$ cat config.mk
export PLATFORM = sky130hd
export DESIGN_NAME = periph_bus_ctrl
export DESIGN_NICKNAME = d
export VERILOG_FILES = /design/src/rtl/periph_bus_ctrl.sv
export SDC_FILE = /design/constraint.sdc
export NUM_CORES = 1
export LEC_CHECK = 0
export CORE_AREA = 3 3 201 203
export CTS_CLUSTER_DIAMETER = 200
export CTS_CLUSTER_SIZE = 14
export DETAILED_ROUTE_END_ITERATION = 8
export DIE_AREA = 0 0 204 206
export PLACE_DENSITY = 0.57
export SETUP_SLACK_MARGIN = 0.02
export SLEW_MARGIN = 20
export SYNTH_ARGS = -nofsm -noshare
export SYNTH_HDL_FRONTEND = slang
export SYNTH_SLANG_ARGS = --single-unit
$ cat constraint.sdc
create_clock -name clk -period 2.12 [get_ports clk]
set_input_delay 0.318 -clock clk [delete_from_list [all_inputs] [get_ports clk]]
set_output_delay 0.318 -clock clk [all_outputs]
set_load 0.05 [all_outputs]
$ cat src/rtl/periph_bus_ctrl.sv
// Sequences single CPU load/store transactions onto a four-region peripheral bus.
// Define PBC_TIMEOUT_EN to abort accesses whose slave never acks within TIMEOUT_CYCLES.
module periph_bus_ctrl #(
  parameter logic [31:0] BASE0 = 32'h2000_0000,
  parameter logic [31:0] MASK0 = 32'hFFFF_0000,
  parameter logic [31:0] BASE1 = 32'h2001_0000,
  parameter logic [31:0] MASK1 = 32'hFFFF_0000,
  parameter logic [31:0] BASE2 = 32'h2002_0000,
  parameter logic [31:0] MASK2 = 32'hFFFF_0000,
  parameter logic [31:0] BASE3 = 32'h2003_0000,
  parameter logic [31:0] MASK3 = 32'hFFFF_0000,
  parameter int          TIMEOUT_CYCLES = 16
) (
  input  logic          clk,
  input  logic          reset_n,
  input  logic          cpu_req,
  input  logic          cpu_we,
  input  logic [31:0]   cpu_addr,
  input  logic [63:0]   cpu_wdata,
  output logic [63:0]   cpu_rdata,
  output logic          cpu_done,
  output logic          cpu_err,
  output logic [3:0]    per_sel,
  output logic          per_we,
  output logic [31:0]   per_addr,
  output logic [63:0]   per_wdata,
  input  logic [255:0]  per_rdata,
  input  logic [3:0]    per_ack
);

  typedef enum logic [1:0] {IDLE, ACCESS, RESP} state_t;

  state_t      state;
  state_t      state_nxt;
  logic [3:0]  hit;
  logic        hit_any;
  logic [1:0]  hit_idx;
  logic        ack_sel;
  logic        tmo;
  logic [63:0] rd_sel;

  // The 5-bit timeout counter can only express limits up to 32 cycles.
  if (TIMEOUT_CYCLES < 1 || TIMEOUT_CYCLES > 32) begin : g_bad_timeout
    $error("periph_bus_ctrl: TIMEOUT_CYCLES must be in 1..32");
  end

  always_comb begin
    hit[0]  = ((cpu_addr & MASK0) == BASE0);
    hit[1]  = ((cpu_addr & MASK1) == BASE1);
    hit[2]  = ((cpu_addr & MASK2) == BASE2);
    hit[3]  = ((cpu_addr & MASK3) == BASE3);
    hit_any = |hit;
    // Later assignments override earlier ones, so the lowest hitting index wins.
    hit_idx = 2'd3;
    if (hit[2]) hit_idx = 2'd2;
    if (hit[1]) hit_idx = 2'd1;
    if (hit[0]) hit_idx = 2'd0;
  end

  assign ack_sel = |(per_ack & per_sel);

  always_comb begin
    rd_sel = '0;
    for (int i = 0; i < 4; i++) begin
      if (per_sel[i]) rd_sel = per_rdata[64*i +: 64];
    end
  end

`ifdef PBC_TIMEOUT_EN
  logic [4:0] tcnt;

  // Held at zero outside ACCESS, so every access starts counting from zero.
  always_ff @(posedge clk or negedge reset_n) begin
    if (!reset_n)              tcnt <= '0;
    else if (state != ACCESS)  tcnt <= '0;
    else if (!ack_sel)         tcnt <= tcnt + 5'd1;
  end

  assign tmo = (tcnt == 5'(TIMEOUT_CYCLES - 1));
`else
  assign tmo = 1'b0;
`endif

  always_ff @(posedge clk or negedge reset_n) begin
    if (!reset_n) state <= IDLE;
    else          state <= state_nxt;
  end

  always_comb begin
    state_nxt = state;
    case (state)
      IDLE:    if (cpu_req) state_nxt = hit_any ? ACCESS : RESP;
      ACCESS:  if (ack_sel || tmo) state_nxt = RESP;
      RESP:    state_nxt = IDLE;
      default: state_nxt = IDLE;
    endcase
  end

  // Response outputs are registered alongside the transition into RESP.
  always_ff @(posedge clk or negedge reset_n) begin
    if (!reset_n) begin
      per_sel   <= '0;
      per_we    <= 1'b0;
      per_addr  <= '0;
      per_wdata <= '0;
      cpu_rdata <= '0;
      cpu_done  <= 1'b0;
      cpu_err   <= 1'b0;
    end else begin
      cpu_done <= 1'b0;
      cpu_err  <= 1'b0;
      case (state)
        IDLE: begin
          if (cpu_req && hit_any) begin
            per_sel   <= 4'b0001 << hit_idx;
            per_we    <= cpu_we;
            per_addr  <= cpu_addr;
            per_wdata <= cpu_wdata;
          end else if (cpu_req) begin
            cpu_done  <= 1'b1;
            cpu_err   <= 1'b1;
            cpu_rdata <= '0;
          end
        end
        ACCESS: begin
          if (ack_sel) begin
            per_sel   <= '0;
            cpu_done  <= 1'b1;
            cpu_rdata <= per_we ? 64'd0 : rd_sel;
          end else if (tmo) begin
            per_sel   <= '0;
            cpu_done  <= 1'b1;
            cpu_err   <= 1'b1;
            cpu_rdata <= '0;
          end
        end
        default: ;
      endcase
    end
  end

endmodule

After elaboration in Yosys (flattened, before gate mapping)
Cells that the tools add are included.

storage, ports and cells
  input port bits = 360
  logic and storage cells = 52
  bits in registers = 169
  output and inout bits = 167

operators by class
  shifts and indexed selects = 1
  bitwise operators = 1
  reductions and logical operators = 9
  eq/ne operators = 9
  multiplexer cells = 24

operators by type and width
  cell                                                                     count
  64-bit two-way mux                                                       8
  64-bit case mux with 2 select lines                                      1
  16-bit by 14-bit equality test with 1-bit output, second input constant  4
  2-bit two-way mux                                                        5
  4-bit two-way mux                                                        2
  2-bit != test, second input constant                                     4
  4-bit case mux with 2 select lines                                       1
  4-bit OR reduction                                                       2
  1-bit two-way mux                                                        5
  4-bit AND                                                                1
  2-bit case mux with 2 select lines                                       1
  2-bit AND reduction                                                      2
  4-bit AND reduction                                                      1
  1-bit by 2-bit << shifter with 4-bit output, first input constant        1
  3-bit AND reduction                                                      1
  2-bit by 1-bit equality test with 1-bit output, second input constant    1
  2-bit logical NOT                                                        1
  1-bit case mux with 2 select lines                                       1
  2-bit nonzero test                                                       1
  1-bit logical AND                                                        1

Logic depth before layout (Yosys ltp)
  depth after elaboration = 7
  gate-level depth with buffers = 6

Least setup slack after synthesis
OpenSTA, ideal clock, no wires.

  path type = reg-to-reg
  start point = reg per_sel[2]
  end point = reg cpu_rdata[0]
  cell stages (with the launch flop) = 7
  data arrival time = 1807 ps
  path slack = 188 ps
  period minus slack after synthesis = 1932 ps
  path buffers = 2
  cell sequence = dfrtp_1 a22oi_1 a21bo_2 o21ai_2 buf_6 buf_6 mux2_4

on the way
  word-level cells in the longest chain between the ends = 5
  elaborated cells on any way between the ends = 9

RTL lines
  item                                 line  RTL
  from (decl)                          23    output logic [3:0] per_sel,
  from (signal assigned)               115   per_sel <= 4'b0001 << hit_idx;
  64-bit two-way mux (2 in a row)      65    if (per_sel[i]) rd_sel = per_rdata[64*i +: 64];
  64-bit two-way mux                   129   cpu_rdata <= per_we ? 64'd0 : rd_sel;
  64-bit two-way mux                   126   if (ack_sel) begin
  64-bit case mux with 2 select lines  112   case (state)
  to (signal assigned)                 129
  to (decl)                            20    output logic [63:0] cpu_rdata,

Parallel ways exist; a longest one is shown, timed or not. The select of a mux whose other input is x is not followed.
A chain may end at the register's enable or synchronous reset.

Final worst setup path
  start point = reg per_wdata[61]
  end point = out per_wdata[61]

RTL lines
  item                    line  RTL
  from (decl)             26    output logic [63:0] per_wdata,
  from (signal assigned)  118   per_wdata <= cpu_wdata;

No word-level cell between the ends.

==> out/summary.txt <==
Max Cap Violations: 0
post-synth cell types: 30
ys flop type: dfrtp_1
H-Tree Depth: 4
Filler cells: 3710
leakage: 6.67 nW
Tmin final: 2.06 ns
Clock Latency Late Sink: 0.45 ns
syn_nets: 1178
Tightest Hold Check Type: input pin to async pin
placed insts: 1828
# DRC: 0
DRT iter0 DRCs: 442
status: finished, final reports clean
RR Endpoint: cpu_rdata[12]$_DFFE_PN0P_
fin nets: 1690
RePlAce Congestion: 0.833
clock sink count: 169
post-CTS setup buffers: 0
register area share after synthesis: 0.449
Layout Utilization: 0.415
crit-path max cell delay: 0.86 ns
dpl hpwl: 29.1 mm
worst r2r src: per_sel[1]$_DFFE_PN0P_
CTS max path bufs: 2
Post-synth EDFFs: 0
CTS tree: yes
skew final: 0.00654 ns
Worst Path Required: 1.80 ns
Tcrit/Tclk final: 0.970
RSZ-0062 raised after global routing: no
FF+latch count, synth: 169
leading area contributor after synthesis: dfrtp_1
Post-Route Setup TNS: 0 ns
Max Fanout on Critical Path: 2
Crit path arrival time: 1.74 ns
post-synthesis cell count: 818
Total Wirelength: 38.5 mm
Root Driver: clkbuf_16
critical-path cell list: clkdlybuf4s50_1
largest net degree at the start of global routing: 92
All-Layer GR Usage: 0.176
R2R Setup Slk: 0.29 ns
number of routed nets with antenna violations: 0
pwr/cell area: 461 nW/um^2
Critical Path Start Type: flip-flop
fmax: 486 MHz
top cells by count, synth: dfrtp_1, mux2_4, a21oi_1, nand2_1
syn avg cell area: 11.5 sq um
Top Ports: 527
die area: 42000 sq um
max-slew violations: 0
Least-Margin Pin Slew: 0.624 ns
vias in the first global route: 8715
asr flop ratio synth: 1.00
crit path buf inv count: 1
count leader, synth: dfrtp_1
critical path's top delay family: buffers and inverters
first-pass GRT wire length: 55.5 mm
clk slew on worst S/H paths: 0.07 ns
CP max stage cell: clkdlybuf4s50_1
GR Overflow Total: 0
router iterations before antenna repair: 5
Site Rows: 72
# setup viols final: 0
Via density: 4.55
starting density of the core: 0.244
Place WS: -0.250 ns
Die Wd: 204 microns
CTS Buf Count: 17
per-cell routed wire length: 20.7 microns
Worst Slack Setup Final: 0.0640 ns
Reg2Reg Depth: 5
synth-to-layout area growth: 70.2%
top post-synthesis cells by area: dfrtp_1, mux2_4, a21oi_1, a221o_1, nand3b_1
Worst path depth: 1
Setup crit end kind: output port
Worst VDD drop: 483 uV
initial antenna violation count: 3
PortBufs: 526
Synth Warn #: 0
Tot Pwr: 7.39 mW
kind of critical path: flip-flop to output port
Fin. Hold Viols: 0
Rel. slew slack: 0.584
share of layout cells above drive strength 1: 0.178
Die Y: 206 microns
core area: 38600 sq um
Vias: 8472
synthesized cell area: 9430 sq um
Final Non-Filler Cells: 1863
Yosys top cell area share: 0.449
-- metal layers --
metal  GRT usage  vias up  wire, microns  part of all wire
li1            -     3945              -                 -
met1       0.218     4203          16100              0.42
met2       0.301      285          19500              0.51
met3      0.0465       37           2240             0.058
met4      0.0509        2            683             0.018
met5           0        -             13           0.00034
-- where the power goes --
group          switching, mW  internal, mW
sequential           0.00199          3.23
clock                   1.45          1.76
combinational          0.280         0.663
-- metrics by stage --
step,hold slack [ns],instance area (sq um)
global route,0.439,16000
finish,0.444,16000
floorplan,0.0224,9430
CTS,0.421,16000
detailed placement,0.360,15400
global placement,0.359,15400
-- layout by cell type, fill, tap and decap left out, types with 13 or more instances in the layout --
| master | instances |
|---|---|
| a21oi_1 | 128 |
| a221o_1 | 64 |
| and2_1 | 13 |
| buf_12 | 19 |
| buf_4 | 24 |
| clkbuf_16 | 17 |
| clkdlybuf4s50_1 | 519 |
| dfrtp_1 | 165 |
| inv_1 | 64 |
| mux2_2 | 17 |
| mux2_4 | 129 |
| nand2_1 | 67 |
| nand3b_1 | 64 |
-- how the worst max path moves through the flow --
stage	startpoint	to	slack (ns)
3_5_place_dp	cpu_addr[26]	per_wdata[54]$_DFFE_PN0P_	-0.25
5_1_grt	per_addr[3]$_DFFE_PN0P_	per_addr[3]	0.02
6_report	per_wdata[61]$_DFFE_PN0P_	per_wdata[61]	0.06
2_1_floorplan	per_sel[2]$_DFFE_PN0P_	cpu_rdata[0]$_DFFE_PN0P_	0.19
4_1_cts	per_wdata[15]$_DFFE_PN0P_	per_wdata[15]	0.04
3_3_place_gp	cpu_addr[22]	per_addr[0]$_DFFE_PN0P_	-0.19
-- sequential cells by signal, indices dropped and copies added (netlist names) --
signal,count
cpu_err,1
per_wdata,64
state,2
cpu_rdata,64
per_sel,4
cpu_done,1
per_addr,32
per_we,1
-- kinds of logic (layout without fill, tap and decap cells) --
family,count (synthesis),after routing,synth area share
AOI/OAI and AO/OA,201,201,0.144
DFF,169,169,0.449
and+or+nand+nor,164,164,0.106
muxes,147,147,0.227
buffers and inverters,137,662,0.0742
other,0,2,0
-- area by class of cell --
| class | instances | area, sq um | area share |
|---|---|---|---|
| clock inverter | 11 | 109 | 0.00679 |
| multi-input combinational | 512 | 4510 | 0.281 |
| antenna | 2 | 5.00 | 0.000312 |
| inverter | 64 | 240 | 0.0150 |
| clock buffer | 21 | 480 | 0.0300 |
| tap | 518 | 648 | 0.0404 |
| timing repair buffer | 566 | 5800 | 0.362 |
| sequential | 169 | 4240 | 0.264 |
-- what timing repair did --
item	CTS	global route
gates resized for setup	0	2
hold buffers	1	0
endpoints found under the setup margin	0	2
endpoints found under the hold margin	48	0
Note: power is estimated with default switching activity, not from simulation.
==> RTL change (same flow settings) <==
Re-encode `state_t` (3 states) as one-hot, 3 bits wide.
--- a/src/rtl/periph_bus_ctrl.sv
+++ b/src/rtl/periph_bus_ctrl.sv
@@ -28,7 +28,7 @@
   input  logic [3:0]    per_ack
 );
 
-  typedef enum logic [1:0] {IDLE, ACCESS, RESP} state_t;
+  typedef enum logic [2:0] {IDLE = 3'b001, ACCESS = 3'b010, RESP = 3'b100} state_t;
 
   state_t      state;
   state_t      state_nxt;
Check against the original RTL: same outputs for any inputs over 4 cycles, from zero or initial values and one cycle with reset_n low; so few cycles prove little.
==> RTL change against the original RTL <==
Critical path type unchanged. Critical endpoint is now per_we. Synthesized cell count grew 0.49%. Non-clock buffer count grew 8. Largest power group is now the clock network. Area after synthesis shrank 3.3%. Critical path depth is the same. Total power grew 2.2%. Sequential cell count grew 1. Final area shrank 1.2%. Setup slack gained 0.057 ns. Wire length shrank 6.6%.
==> RTL change: results (changes against the original RTL) <==
----------------------------------------------------
[Status]
  Status ... finished, final reports clean

[Setup path]
  Worst r2r dst ... cpu_rdata[19]
  Startpoint of the worst register-to-register path ... state[0]
  Worst Path Arrival ... 1.68 ns (-0.06 ns)
  Internal reg-to-reg setup slack ... 0.13 ns (-0.16 ns)
  Highest net fanout along the worst path ... 3 (+1)

[Synthesis]
  Leading cell types by total area after synthesis ... sky130_fd_sc_hd__dfrtp_1 (46%), sky130_fd_sc_hd__mux2_2 (12%), sky130_fd_sc_hd__mux2_4 (8.1%)
  Net count after synthesis ... 1182 (+0.34%)
  Count of distinct cell types in the synthesized netlist ... 33 (+10%)
  List of most frequent post-synthesis cells ... sky130_fd_sc_hd__dfrtp_1 (169), sky130_fd_sc_hd__a21oi_1 (128), sky130_fd_sc_hd__mux2_2 (98)
  Share of async-settable or async-resettable flops after synthesis ... 100% (unchanged)

[Global route]
  Initial antenna violation count ... 1 (-2)
  GRT met1 Usage ... 18.4% (-3.4 points)
  Via count of the first global-routing pass ... 8999 (+3.3%)
  Pin count of the biggest net entering global routing ... 55 (-40%)
  Met2 routing resource usage after global routing ... 28.3% (-1.8 points)
  Total routing resource utilization after global routing ... 16.3% (-1.2 points)
  Global-route wire length before repair ... 52.8 mm (-4.8%)
  Routing usage on met3 ... 6.08% (+1.4 points)

[Placement]
  Routability congestion estimate ... 0.797 (-4.3%)
  Worst slack at placement ... -0.224 ns (+0.0260 ns)
  Hpwl dp ... 27.8 mm (-4.6%)

[Drt]
  Wire length on met2 ... 17.6 mm (-9.8%)
  First-pass DRT Iterations ... 4 (-1)
  Routed length on met3 ... 3.34 mm (+49%)
  DRT Wirelength ... 36.0 mm (-6.6%)
  Wl on met1 ... 14.1 mm (-12%)
  Total number of vias ... 8402 (-0.83%)
  Starting DRT DRC Count ... 457 (+3.4%)

[Cells and area]
  Count of filler cells inserted in the layout ... 3756 (+1.2%)
  Fraction of final layout cells sized beyond drive strength 1 ... 18.2% (+0.45 points)
  Final nets ... 1701 (+0.65%)
  Largest registers ... cpu_rdata x64, per_wdata x64, per_addr x32

[Clocking]
  Clk pin slew, worst setup/hold paths ... 0.07 ns (about the same)
  Maximum number of buffers from clock root to sink ... 2 (unchanged)

[STA]
  Setup clock skew after layout ... 0.00849 ns (+0.00196 ns)
  Slew Limit Headroom ... 60.3% (+1.8 points)
  Final setup slack of the worst path ... 0.121 ns (+0.0570 ns)

[Power]
  Maximum vdd ir drop ... 0.511 mV (+5.9%)
  Lkg Pwr ... 0.00661 uW (-0.92%)

----------------------------------------------------
[RTL change: worst max path at each step]
stage | from | depth (start not counted) | endpoint
final | per_we | 1 | per_we
after global routing | per_we | 1 | per_we
after CTS | per_we | 1 | per_we
after detailed placement | cpu_addr[26] | 7 | per_addr[6]
after global placement | cpu_addr[26] | 7 | per_wdata[53]
after floorplan | per_sel[1] | 6 | cpu_rdata[0]
[RTL change: final cells by class]
type | count | share of cell area, %
Multi-Input combinational cell | 513 | 26.4
Antenna cell | 1 | 0.0158
Inverter | 65 | 1.54
Tap cell | 518 | 4.09
Clock buffer | 18 | 2.77
Sequential cell | 170 | 26.9
Timing Repair Buffer | 574 | 37.1
Clock inverter | 14 | 1.14
[RTL change: through the flow]
| stage | instances | hold slack [ns] | area [um2] |
|---|---|---|---|
| 6_report | 1873 | 0.449 | 15800 |
| 5_1_grt | 1872 | 0.461 | 15800 |
| 4_1_cts | 1872 | 0.445 | 15800 |
| 3_5_place_dp | 1839 | 0.347 | 15200 |
| 3_3_place_gp | 1839 | 0.332 | 15200 |
| 2_1_floorplan | 822 | 0.0224 | 9120 |
[RTL change: power by group]
| part | switching [uW] | leakage (uW) | internal [uW] |
|---|---|---|---|
| sequential | 4.71 | 0.00236 | 3250 |
| clock | 1480 | 0.000307 | 1830 |
| combinational | 301 | 0.00394 | 682 |
| total | 1790 | 0.00661 | 5760 |
[RTL change: logic make-up (layout without fill, tap and decap cells)]
family	count (synthesis)	in the layout	share of synthesized area (%)
other	0	1	0
flip-flops	170	170	46.7
AO/OA/AOI/OAI	201	201	14.9
multiplexers	149	149	20.4
AND/OR/NAND/NOR	163	163	10.4
buffers and inverters	139	671	7.62
